## config.mk

```make
export PLATFORM = sky130hd
export DESIGN_NAME = wb_regfile_flat
export DESIGN_NICKNAME = d
export VERILOG_FILES = /design/src/rtl/wb_regfile_if.sv /design/src/rtl/wb_regfile.sv /design/src/flat_wrapper.sv
export SDC_FILE = /design/constraint.sdc
export NUM_CORES = 2
export LEC_CHECK = 0
export CORE_MARGIN = 4
export CORE_UTILIZATION = 40
export DETAILED_ROUTE_END_ITERATION = 12
export GPL_ROUTABILITY_DRIVEN = 0
export SLEW_MARGIN = 10
export SYNTH_ARGS = -nofsm -noshare
export SYNTH_HDL_FRONTEND = slang
export SYNTH_SLANG_ARGS = --single-unit
```

## constraint.sdc

```tcl
create_clock -name clk_i -period 9.6 [get_ports clk_i]
set_input_delay 2.88 -clock clk_i [delete_from_list [all_inputs] [get_ports clk_i]]
set_output_delay 2.88 -clock clk_i [all_outputs]
set_load 0.005 [all_outputs]
```

## src/rtl/wb_regfile_if.sv

```systemverilog
// Bus between the MEM/WB pipeline register / ID stage and the writeback register file.
// The master drives writeback and read-index signals. The slave returns read data, writeback status and the retire count.
interface wb_regfile_if #(
   parameter int DATA_W = 32,
   parameter int ADDR_W = 5,
   parameter int CNT_W  = 64
);
   logic              wb_valid_i;
   logic [DATA_W-1:0] pc_four_i;
   logic [DATA_W-1:0] alu_data_i;
   logic [DATA_W-1:0] ld_data_i;
   logic              jump_i;
   logic              is_load_i;
   logic [ADDR_W-1:0] rd_addr_i;
   logic              rd_wren_i;
   logic [ADDR_W-1:0] rs1_addr_i;
   logic [ADDR_W-1:0] rs2_addr_i;
   logic [DATA_W-1:0] rs1_data_o;
   logic [DATA_W-1:0] rs2_data_o;
   logic [DATA_W-1:0] wb_data_o;
   logic              wb_we_o;
   logic [CNT_W-1:0]  retire_cnt_o;

   modport master (
      output wb_valid_i, pc_four_i, alu_data_i, ld_data_i, jump_i, is_load_i,
             rd_addr_i, rd_wren_i, rs1_addr_i, rs2_addr_i,
      input  rs1_data_o, rs2_data_o, wb_data_o, wb_we_o, retire_cnt_o
   );

   modport slave (
      input  wb_valid_i, pc_four_i, alu_data_i, ld_data_i, jump_i, is_load_i,
             rd_addr_i, rd_wren_i, rs1_addr_i, rs2_addr_i,
      output rs1_data_o, rs2_data_o, wb_data_o, wb_we_o, retire_cnt_o
   );
endinterface

```

## src/rtl/wb_regfile.sv

```systemverilog
// Writeback select, architectural register file with write-through read ports,
// and retired-instruction counter.
module wb_regfile #(
   parameter int DATA_W   = 32,
   parameter int NUM_REGS = 32,
   parameter int ADDR_W   = $clog2(NUM_REGS),
   parameter int CNT_W    = 64
) (
   input  logic         clk_i,
   input  logic         rst_i,
   wb_regfile_if.slave  bus
);
   localparam logic [ADDR_W:0] NUM_REGS_L = NUM_REGS[ADDR_W:0];

   logic [DATA_W-1:0] regs_q [NUM_REGS];
   logic [CNT_W-1:0]  retire_q;
   logic [CNT_W-1:0]  retire_d;
   logic [DATA_W-1:0] wb_data;
   logic              wb_we;
   logic              rd_in_range;
   logic [DATA_W-1:0] rs1_data;
   logic [DATA_W-1:0] rs2_data;

   always_comb begin
      wb_data = bus.alu_data_i;
      if (bus.jump_i) begin
         wb_data = bus.pc_four_i;
      end else if (bus.is_load_i) begin
         wb_data = bus.ld_data_i;
      end
   end

   // Gating with rst_i kills bypass and commit while reset is held.
   assign wb_we       = rst_i & bus.wb_valid_i & bus.rd_wren_i & (bus.rd_addr_i != '0);
   assign rd_in_range = ({1'b0, bus.rd_addr_i} < NUM_REGS_L);

   function automatic logic [DATA_W-1:0] read_port(input logic [ADDR_W-1:0] addr);
      logic [DATA_W-1:0] val;
      val = '0;
      if (addr == '0) begin
         val = '0;
      end else if (wb_we && (addr == bus.rd_addr_i)) begin
         val = wb_data;
      end else if ({1'b0, addr} < NUM_REGS_L) begin
         val = regs_q[addr];
      end
      return val;
   endfunction

   always_comb begin
      rs1_data = read_port(bus.rs1_addr_i);
      rs2_data = read_port(bus.rs2_addr_i);
   end

   always_comb begin
      retire_d = retire_q;
      if (bus.wb_valid_i) begin
         retire_d = retire_q + CNT_W'(1);
      end
   end

   always_ff @(posedge clk_i or negedge rst_i) begin
      if (!rst_i) begin
         for (int i = 0; i < NUM_REGS; i++) begin
            regs_q[i] <= '0;
         end
         retire_q <= '0;
      end else begin
         retire_q <= retire_d;
         if (wb_we && rd_in_range) begin
            regs_q[bus.rd_addr_i] <= wb_data;
         end
      end
   end

   assign bus.rs1_data_o   = rs1_data;
   assign bus.rs2_data_o   = rs2_data;
   assign bus.wb_data_o    = wb_data;
   assign bus.wb_we_o      = wb_we;
   assign bus.retire_cnt_o = retire_q;
endmodule
```

## src/flat_wrapper.sv

```systemverilog
// flat-port wrapper written by rule: the top's interface ports become plain ports
module wb_regfile_flat 
#(
   parameter int DATA_W   = 32,
   parameter int NUM_REGS = 32,
   parameter int ADDR_W   = $clog2(NUM_REGS),
   parameter int CNT_W    = 64
)
  (clk_i, rst_i, bus_wb_valid_i, bus_pc_four_i, bus_alu_data_i, bus_ld_data_i, bus_jump_i, bus_is_load_i, bus_rd_addr_i, bus_rd_wren_i, bus_rs1_addr_i, bus_rs2_addr_i, bus_rs1_data_o, bus_rs2_data_o, bus_wb_data_o, bus_wb_we_o, bus_retire_cnt_o);
  wb_regfile_if #(.DATA_W(DATA_W), .ADDR_W(ADDR_W), .CNT_W(CNT_W)) bus_i ();
  input  logic clk_i;
  input  logic rst_i;
  input wire logic [$bits(bus_i.wb_valid_i)-1:0] bus_wb_valid_i;
  input wire logic [$bits(bus_i.pc_four_i)-1:0] bus_pc_four_i;
  input wire logic [$bits(bus_i.alu_data_i)-1:0] bus_alu_data_i;
  input wire logic [$bits(bus_i.ld_data_i)-1:0] bus_ld_data_i;
  input wire logic [$bits(bus_i.jump_i)-1:0] bus_jump_i;
  input wire logic [$bits(bus_i.is_load_i)-1:0] bus_is_load_i;
  input wire logic [$bits(bus_i.rd_addr_i)-1:0] bus_rd_addr_i;
  input wire logic [$bits(bus_i.rd_wren_i)-1:0] bus_rd_wren_i;
  input wire logic [$bits(bus_i.rs1_addr_i)-1:0] bus_rs1_addr_i;
  input wire logic [$bits(bus_i.rs2_addr_i)-1:0] bus_rs2_addr_i;
  output wire logic [$bits(bus_i.rs1_data_o)-1:0] bus_rs1_data_o;
  output wire logic [$bits(bus_i.rs2_data_o)-1:0] bus_rs2_data_o;
  output wire logic [$bits(bus_i.wb_data_o)-1:0] bus_wb_data_o;
  output wire logic [$bits(bus_i.wb_we_o)-1:0] bus_wb_we_o;
  output wire logic [$bits(bus_i.retire_cnt_o)-1:0] bus_retire_cnt_o;
  assign bus_i.wb_valid_i = bus_wb_valid_i;
  assign bus_i.pc_four_i = bus_pc_four_i;
  assign bus_i.alu_data_i = bus_alu_data_i;
  assign bus_i.ld_data_i = bus_ld_data_i;
  assign bus_i.jump_i = bus_jump_i;
  assign bus_i.is_load_i = bus_is_load_i;
  assign bus_i.rd_addr_i = bus_rd_addr_i;
  assign bus_i.rd_wren_i = bus_rd_wren_i;
  assign bus_i.rs1_addr_i = bus_rs1_addr_i;
  assign bus_i.rs2_addr_i = bus_rs2_addr_i;
  assign bus_rs1_data_o = bus_i.rs1_data_o;
  assign bus_rs2_data_o = bus_i.rs2_data_o;
  assign bus_wb_data_o = bus_i.wb_data_o;
  assign bus_wb_we_o = bus_i.wb_we_o;
  assign bus_retire_cnt_o = bus_i.retire_cnt_o;
  wb_regfile #(.DATA_W(DATA_W), .NUM_REGS(NUM_REGS), .ADDR_W(ADDR_W), .CNT_W(CNT_W)) u_core (.clk_i(clk_i), .rst_i(rst_i), .bus(bus_i));
endmodule
```

* Yosys cells after proc, flatten, opt, wreduce, memory -nomap -nowiden
Index checks and enable logic that the tools add are counted.
** Storage, ports and cells
- Register bits after elaboration :: 1088
- Input bits :: 117
- Output and inout bits :: 161
- Logic and storage cells :: 67
** Cells by class
- $add $sub $neg :: 1
- Magnitude comparators :: 4
- Equal/unequal tests :: 2
- Mux-type cells :: 15
- Bitwise gates (word level) :: 6
- Reductions and logical operators :: 6
** Operator list (number)
- bitwise mux 1024 bit :: 1
- 2-to-1 mux 32 bit :: 11
- binary-select mux 32 bit (select 5 bit) :: 2
- demux 32 bit (select 5 bit) :: 1
- adder 64 x 1 -> 64 bit (second input constant) :: 1
- greater-or-equal comparator 6 bit (second input constant) :: 3
- NOT 5 -> 6 bit :: 3
- == test 5 bit :: 2
- zero test 5 bit :: 2
- less-than comparator 6 x 1 -> 1 bit (second input constant) :: 1
- nonzero test 5 bit :: 1
- bitwise AND 1 bit :: 3
- logical AND 1 bit :: 3

* Depth between registers and ports, before layout
- Depth after elaboration :: 6
- Depth in mapped cells :: 11
- Mapped depth without buffers :: 7

* Worst setup path after synthesis
Ideal clock, no wire load.
- Kind :: input to output
- Start point :: input bus_rs2_addr_i[1]
- End point :: output bus_rs2_data_o[15]
- Arrival time :: 4585 ps
- Required time :: 6720 ps
- Path slack :: 2135 ps
- Stages :: 8
- Path buffers :: 3
- Cells stage by stage :: clkbuf_2 buf_2 buf_1 mux4_2 mux4_2 clkinv_1 a2bb2oi_1 o21ai_1
** Between the ends
- Cells in the longest elaborated chain, start to end :: 6
- Elaborated cells on any way between the ends :: 9
- Those cells by class :: eq/ne: 1; mux: 5; bitwise: 1; reduce/logical: 2
** Ends and longest elaborated chain
- from (decl) :: RTL line flat_wrapper.sv:22 : input wire logic [$bits(bus_i.rs2_addr_i)-1:0] bus_rs2_addr_i;
- NOT 5 -> 6 bit (implied by the code) :: RTL line wb_regfile.sv:45 : val = regs_q[addr];
- binary-select mux 32 bit (select 5 bit) :: RTL line wb_regfile.sv:45
- 2-to-1 mux 32 bit (implied by the code) (2 in series) :: RTL line wb_regfile.sv:45
- 2-to-1 mux 32 bit :: RTL line wb_regfile.sv:42 : end else if (wb_we && (addr == bus.rd_addr_i)) begin
- 2-to-1 mux 32 bit * :: RTL line wb_regfile.sv:40 : if (addr == '0) begin
- to (decl) :: RTL line flat_wrapper.sv:24 : output wire logic [$bits(bus_i.rs2_data_o)-1:0] bus_rs2_data_o;
Mark *: on every way between the ends. The rest lies on a longest branch, timed or not. The select of a mux whose other input is x is not followed.

* Final worst setup path
- Start point :: input bus_rd_addr_i[2]
- End point :: output bus_rs2_data_o[10]
** Between the ends
- Cells in the longest elaborated chain, start to end :: 5
- Elaborated cells on any way between the ends :: 6
- Those cells by class :: eq/ne: 1; mux: 2; bitwise: 1; reduce/logical: 2
** Ends and longest elaborated chain
- from (decl) :: RTL line flat_wrapper.sv:19 : input wire logic [$bits(bus_i.rd_addr_i)-1:0] bus_rd_addr_i;
- nonzero test 5 bit :: RTL line wb_regfile.sv:34 : assign wb_we = rst_i & bus.wb_valid_i & bus.rd_wren_i & (bus.rd_addr_i != '0);
- bitwise AND 1 bit :: RTL line wb_regfile.sv:34
- logical AND 1 bit * :: RTL line wb_regfile.sv:42
- 2-to-1 mux 32 bit * :: RTL line wb_regfile.sv:42
- 2-to-1 mux 32 bit * :: RTL line wb_regfile.sv:40
Mark *: on every way between the ends. The rest lies on a longest branch, timed or not.

==> impl_metrics.toml <==
[global_route]
grt_pass1_wl_um = 308000
grt_antenna_before_repair = 7
grt_usage_pct = 27.5
grt.met3_usage_pct = 6.81
use_met1_pct = 39.1
grt-ovfl-total = 0
grt-busiest-layer = "met2"
grt_use_met2_pct = 40.7
grt_max_degree = 156
grt_pass1_vias = 43900

[pwr]
p_per_area_mw_per_mm2 = 179
irDropWorstVdd_v = 0.000155
leakage_uw = 0.0282

[setup_path]
path_cells = "clkdlybuf4s50_1 > nor3_1 > a21oi_1 > and3_1 > buf_4 > or2_2 > o22ai_1 > a211oi_1 > clkdlybuf4s50_1"
cp_slowest_cell = "clkdlybuf4s50_1"
crit_arrival_ns = 6.41
required_ns = 6.72
cpMostUsedCell = "clkdlybuf4s50_1"
worstSetupPathType = "in -> out"
critPathLaunchType = "input port"
worstPathMaxFanout = 12
critPathCaptureType = "primary output"
max_stage_delay_ns = 0.65

[hold_path]
min-delay-path-class = "reg -> reg"

[timing]
drv_slew = 0
grt_setup_unrepaired = "no"
fin_setup_tns_ns = 0
post-route-period-util_pct = 96.8
fmax_ghz = 0.108
hold_violations = 0
tightest_slew_ns = 1.21
clock-skew-final_ns = 0.0120
period_needed_ns = 9.29
holdWs_ns = 0.397
setup_violations = 0
layout_setup_ws_ns = 0.311
maxSlewHeadroom_pct = 19.1

[synth]
synth-seq-cells = 1088
synth_edf_count = 0
syn_inst = 5319
ys_warn_count = 0
synth_cell_type_count = 65
yosysSeqAreaShare_pct = 47.4
synth.avg_cell_area_sq_um = 10.8
synth.cell_area_sq_mm = 0.0574
synth_nets = 5437
synth_flop_cell = "dfrtp_1"
synth-async-reset-ratio_pct = 100

[placement]
pre_cts_slack_ns = 0.377
io_buffers = 277
hpwl_um = 125000

[finish]
area_growth_pct = 15.0
nNetsFinal = 5457
drive_above_1_share_pct = 16.7

[cts]
postCtsHoldBufs = 0
clock-sinks = 1088
cts_htree_levels = 3
clock_path_buffers = 3
cts_setup_buffers = 0
clk_latency_ns = 0.75
cts_resized = 0
cts-buffers-inserted = 118
cts_tree = "yes"
clk_pin_slew_ns = 0.06
root_buffer = "clkbuf_16"

[route]
via_per_inst = 6.11
wl_per_cell_um = 28.5
drt-total-wl_um = 209000
vias = 44800
ant_nets = 0
drtPass1Iterations = 6
drc = 0
drt_iter0_markers = 5088

[floorplanning]
row_count = 138
chipHeight_um = 387
io_pins = 278
die_w_um = 387
die-area_sq_mm = 0.150
start_util_pct = 40.4
coreArea_sq_mm = 0.142

[outcome]
status = "complete, no violations"

[flow_run]
cap_violations = 0
## worst max-delay path: cells and delay by family
family | cells | cell delay [ns]
AO/OA/AOI/OAI | 3 | 0.98
buffers and inverters | 3 | 1.62
AND/OR/NAND/NOR | 3 | 0.92
## routing by layer
| metal | vias to the layer above | part of all wire (%) |
|---|---|---|
| met5 | - | 0.0062 |
| met4 | 2 | 4.2 |
| met3 | 431 | 10 |
| met2 | 2247 | 44 |
| met1 | 22800 | 42 |
| li1 | 19300 | - |
## sequential cells by signal, indices dropped and copies added (netlist names)
signal and cells:
u_core.bus.retire_cnt_o 64, u_core.regs_q 1024
## power breakdown
part | switching [uW] | internal, uW
combinational | 971 | 757
clock | 1990 | 2870
sequential | 272 | 4930
## path summary, 6_finish.rpt
kind                                          endpoint  slack, ns                   startpoint  depth (start not counted)
setup / recovery                    bus_rs2_data_o[10]       0.31             bus_rd_addr_i[2]                          9
hold / removal                     u_core.regs_q[1007]       0.40          u_core.regs_q[1007]                          0
setup reg to reg           u_core.bus.retire_cnt_o[63]       7.16  u_core.bus.retire_cnt_o[17]                          6
hold reg to reg                    u_core.regs_q[1007]       0.40          u_core.regs_q[1007]                          0
max in group asynchronous           u_core.regs_q[327]       4.81                        rst_i                          4
min in group asynchronous          u_core.regs_q[1022]       2.34                        rst_i                          2
## cells by family (layout without fill, tap and decap cells)
| kind of cell | Yosys count | count (layout) | synth area share [%] |
|---|---|---|---|
| adder cells (fa/ha/maj) | 1 | 1 | 0.0218 |
| XOR/XNOR | 73 | 73 | 1.11 |
| AND/OR/NAND/NOR | 1392 | 1392 | 10.2 |
| multiplexers | 721 | 721 | 21.9 |
| AO/OA/AOI/OAI | 1439 | 1439 | 14.2 |
| flip-flops | 1088 | 1088 | 47.4 |
| buffers and inverters | 605 | 725 | 5.15 |
| other | 0 | 2 | 0 |
## cell usage in the layout (no fill, tap or decap), types with 28 or more instances in the layout
master,count
nor3_1,28
nand2_1,1073
a211oi_1,70
nand3_1,45
o21ai_0,1031
mux4_2,419
nor2b_1,39
a221oi_1,75
dfrtp_1,1088
a21oi_2,31
nor2_1,71
xnor2_1,42
xor2_1,31
inv_1,41
clkdlybuf4s50_1,265
a21oi_1,48
clkbuf_8,33
a22oi_1,44
buf_4,155
clkbuf_16,119
mux2i_1,293
buf_12,29
## synthesized netlist by cell type, types with 5 or more instances
| cell type | instances | area, sq um |
|---|---|---|
| a21oi_1 | 80 | 400 |
| buf_1 | 16 | 60.1 |
| a211o_1 | 12 | 105 |
| buf_8 | 13 | 195 |
| and3_1 | 13 | 81.3 |
| buf_4 | 23 | 173 |
| nand2b_1 | 13 | 81.3 |
| o31ai_1 | 7 | 52.6 |
| a2bb2oi_1 | 5 | 43.8 |
| and2_1 | 11 | 68.8 |
| o211ai_1 | 5 | 37.5 |
| nand4_1 | 17 | 106 |
| mux4_2 | 419 | 9440 |
| buf_12 | 8 | 160 |
| a22oi_1 | 44 | 330 |
| o2111ai_1 | 9 | 78.8 |
| and4_1 | 8 | 70.1 |
| nor2_1 | 72 | 270 |
| nand3_1 | 52 | 260 |
| nor2b_1 | 43 | 269 |
| mux2i_1 | 293 | 2930 |
| nor3_1 | 30 | 150 |
| a221oi_1 | 75 | 657 |
| o21ai_1 | 18 | 90.1 |
| xor2_1 | 31 | 272 |
| dfrtp_1 | 1088 | 27200 |
| or2_2 | 11 | 68.8 |
| clkbuf_1 | 396 | 1490 |
| xnor2_1 | 42 | 368 |
| o32ai_1 | 7 | 61.3 |
| buf_6 | 31 | 349 |
| o2bb2ai_1 | 8 | 70.1 |
| nand2_1 | 1090 | 4090 |
| a31oi_1 | 9 | 56.3 |
| inv_1 | 42 | 158 |
| buf_2 | 70 | 350 |
| mux4_1 | 8 | 210 |
| a211oi_1 | 70 | 526 |
| o22ai_1 | 26 | 163 |
| a221o_1 | 19 | 190 |
| o21ai_0 | 1031 | 5160 |
| a311oi_1 | 5 | 43.8 |
## area by class of cell
class	count	area, sq um
Fill cell	13000	76100
Tap cell	1890	2360
Multi-Input combinational cell	3626	27600
Antenna cell	2	5.00
Timing Repair Buffer	458	4500
Sequential cell	1088	27200
Inverter	47	176
Clock buffer	172	3500
Clock inverter	48	637
## per-stage QoR
stage               cell area (sq um)  utilization (%)  total power [uW]  instances
finish                          66000             46.5             11800       7331
global route                    66000             46.5             12200       7329
CTS                             66000             46.5             11800       7329
detailed placement              61900             43.6              7000       7109
global placement                61900             43.6              6950       7109
floorplan                       57400                -              6240       5319
No activity file was read; power rests on OpenSTA's default activity.
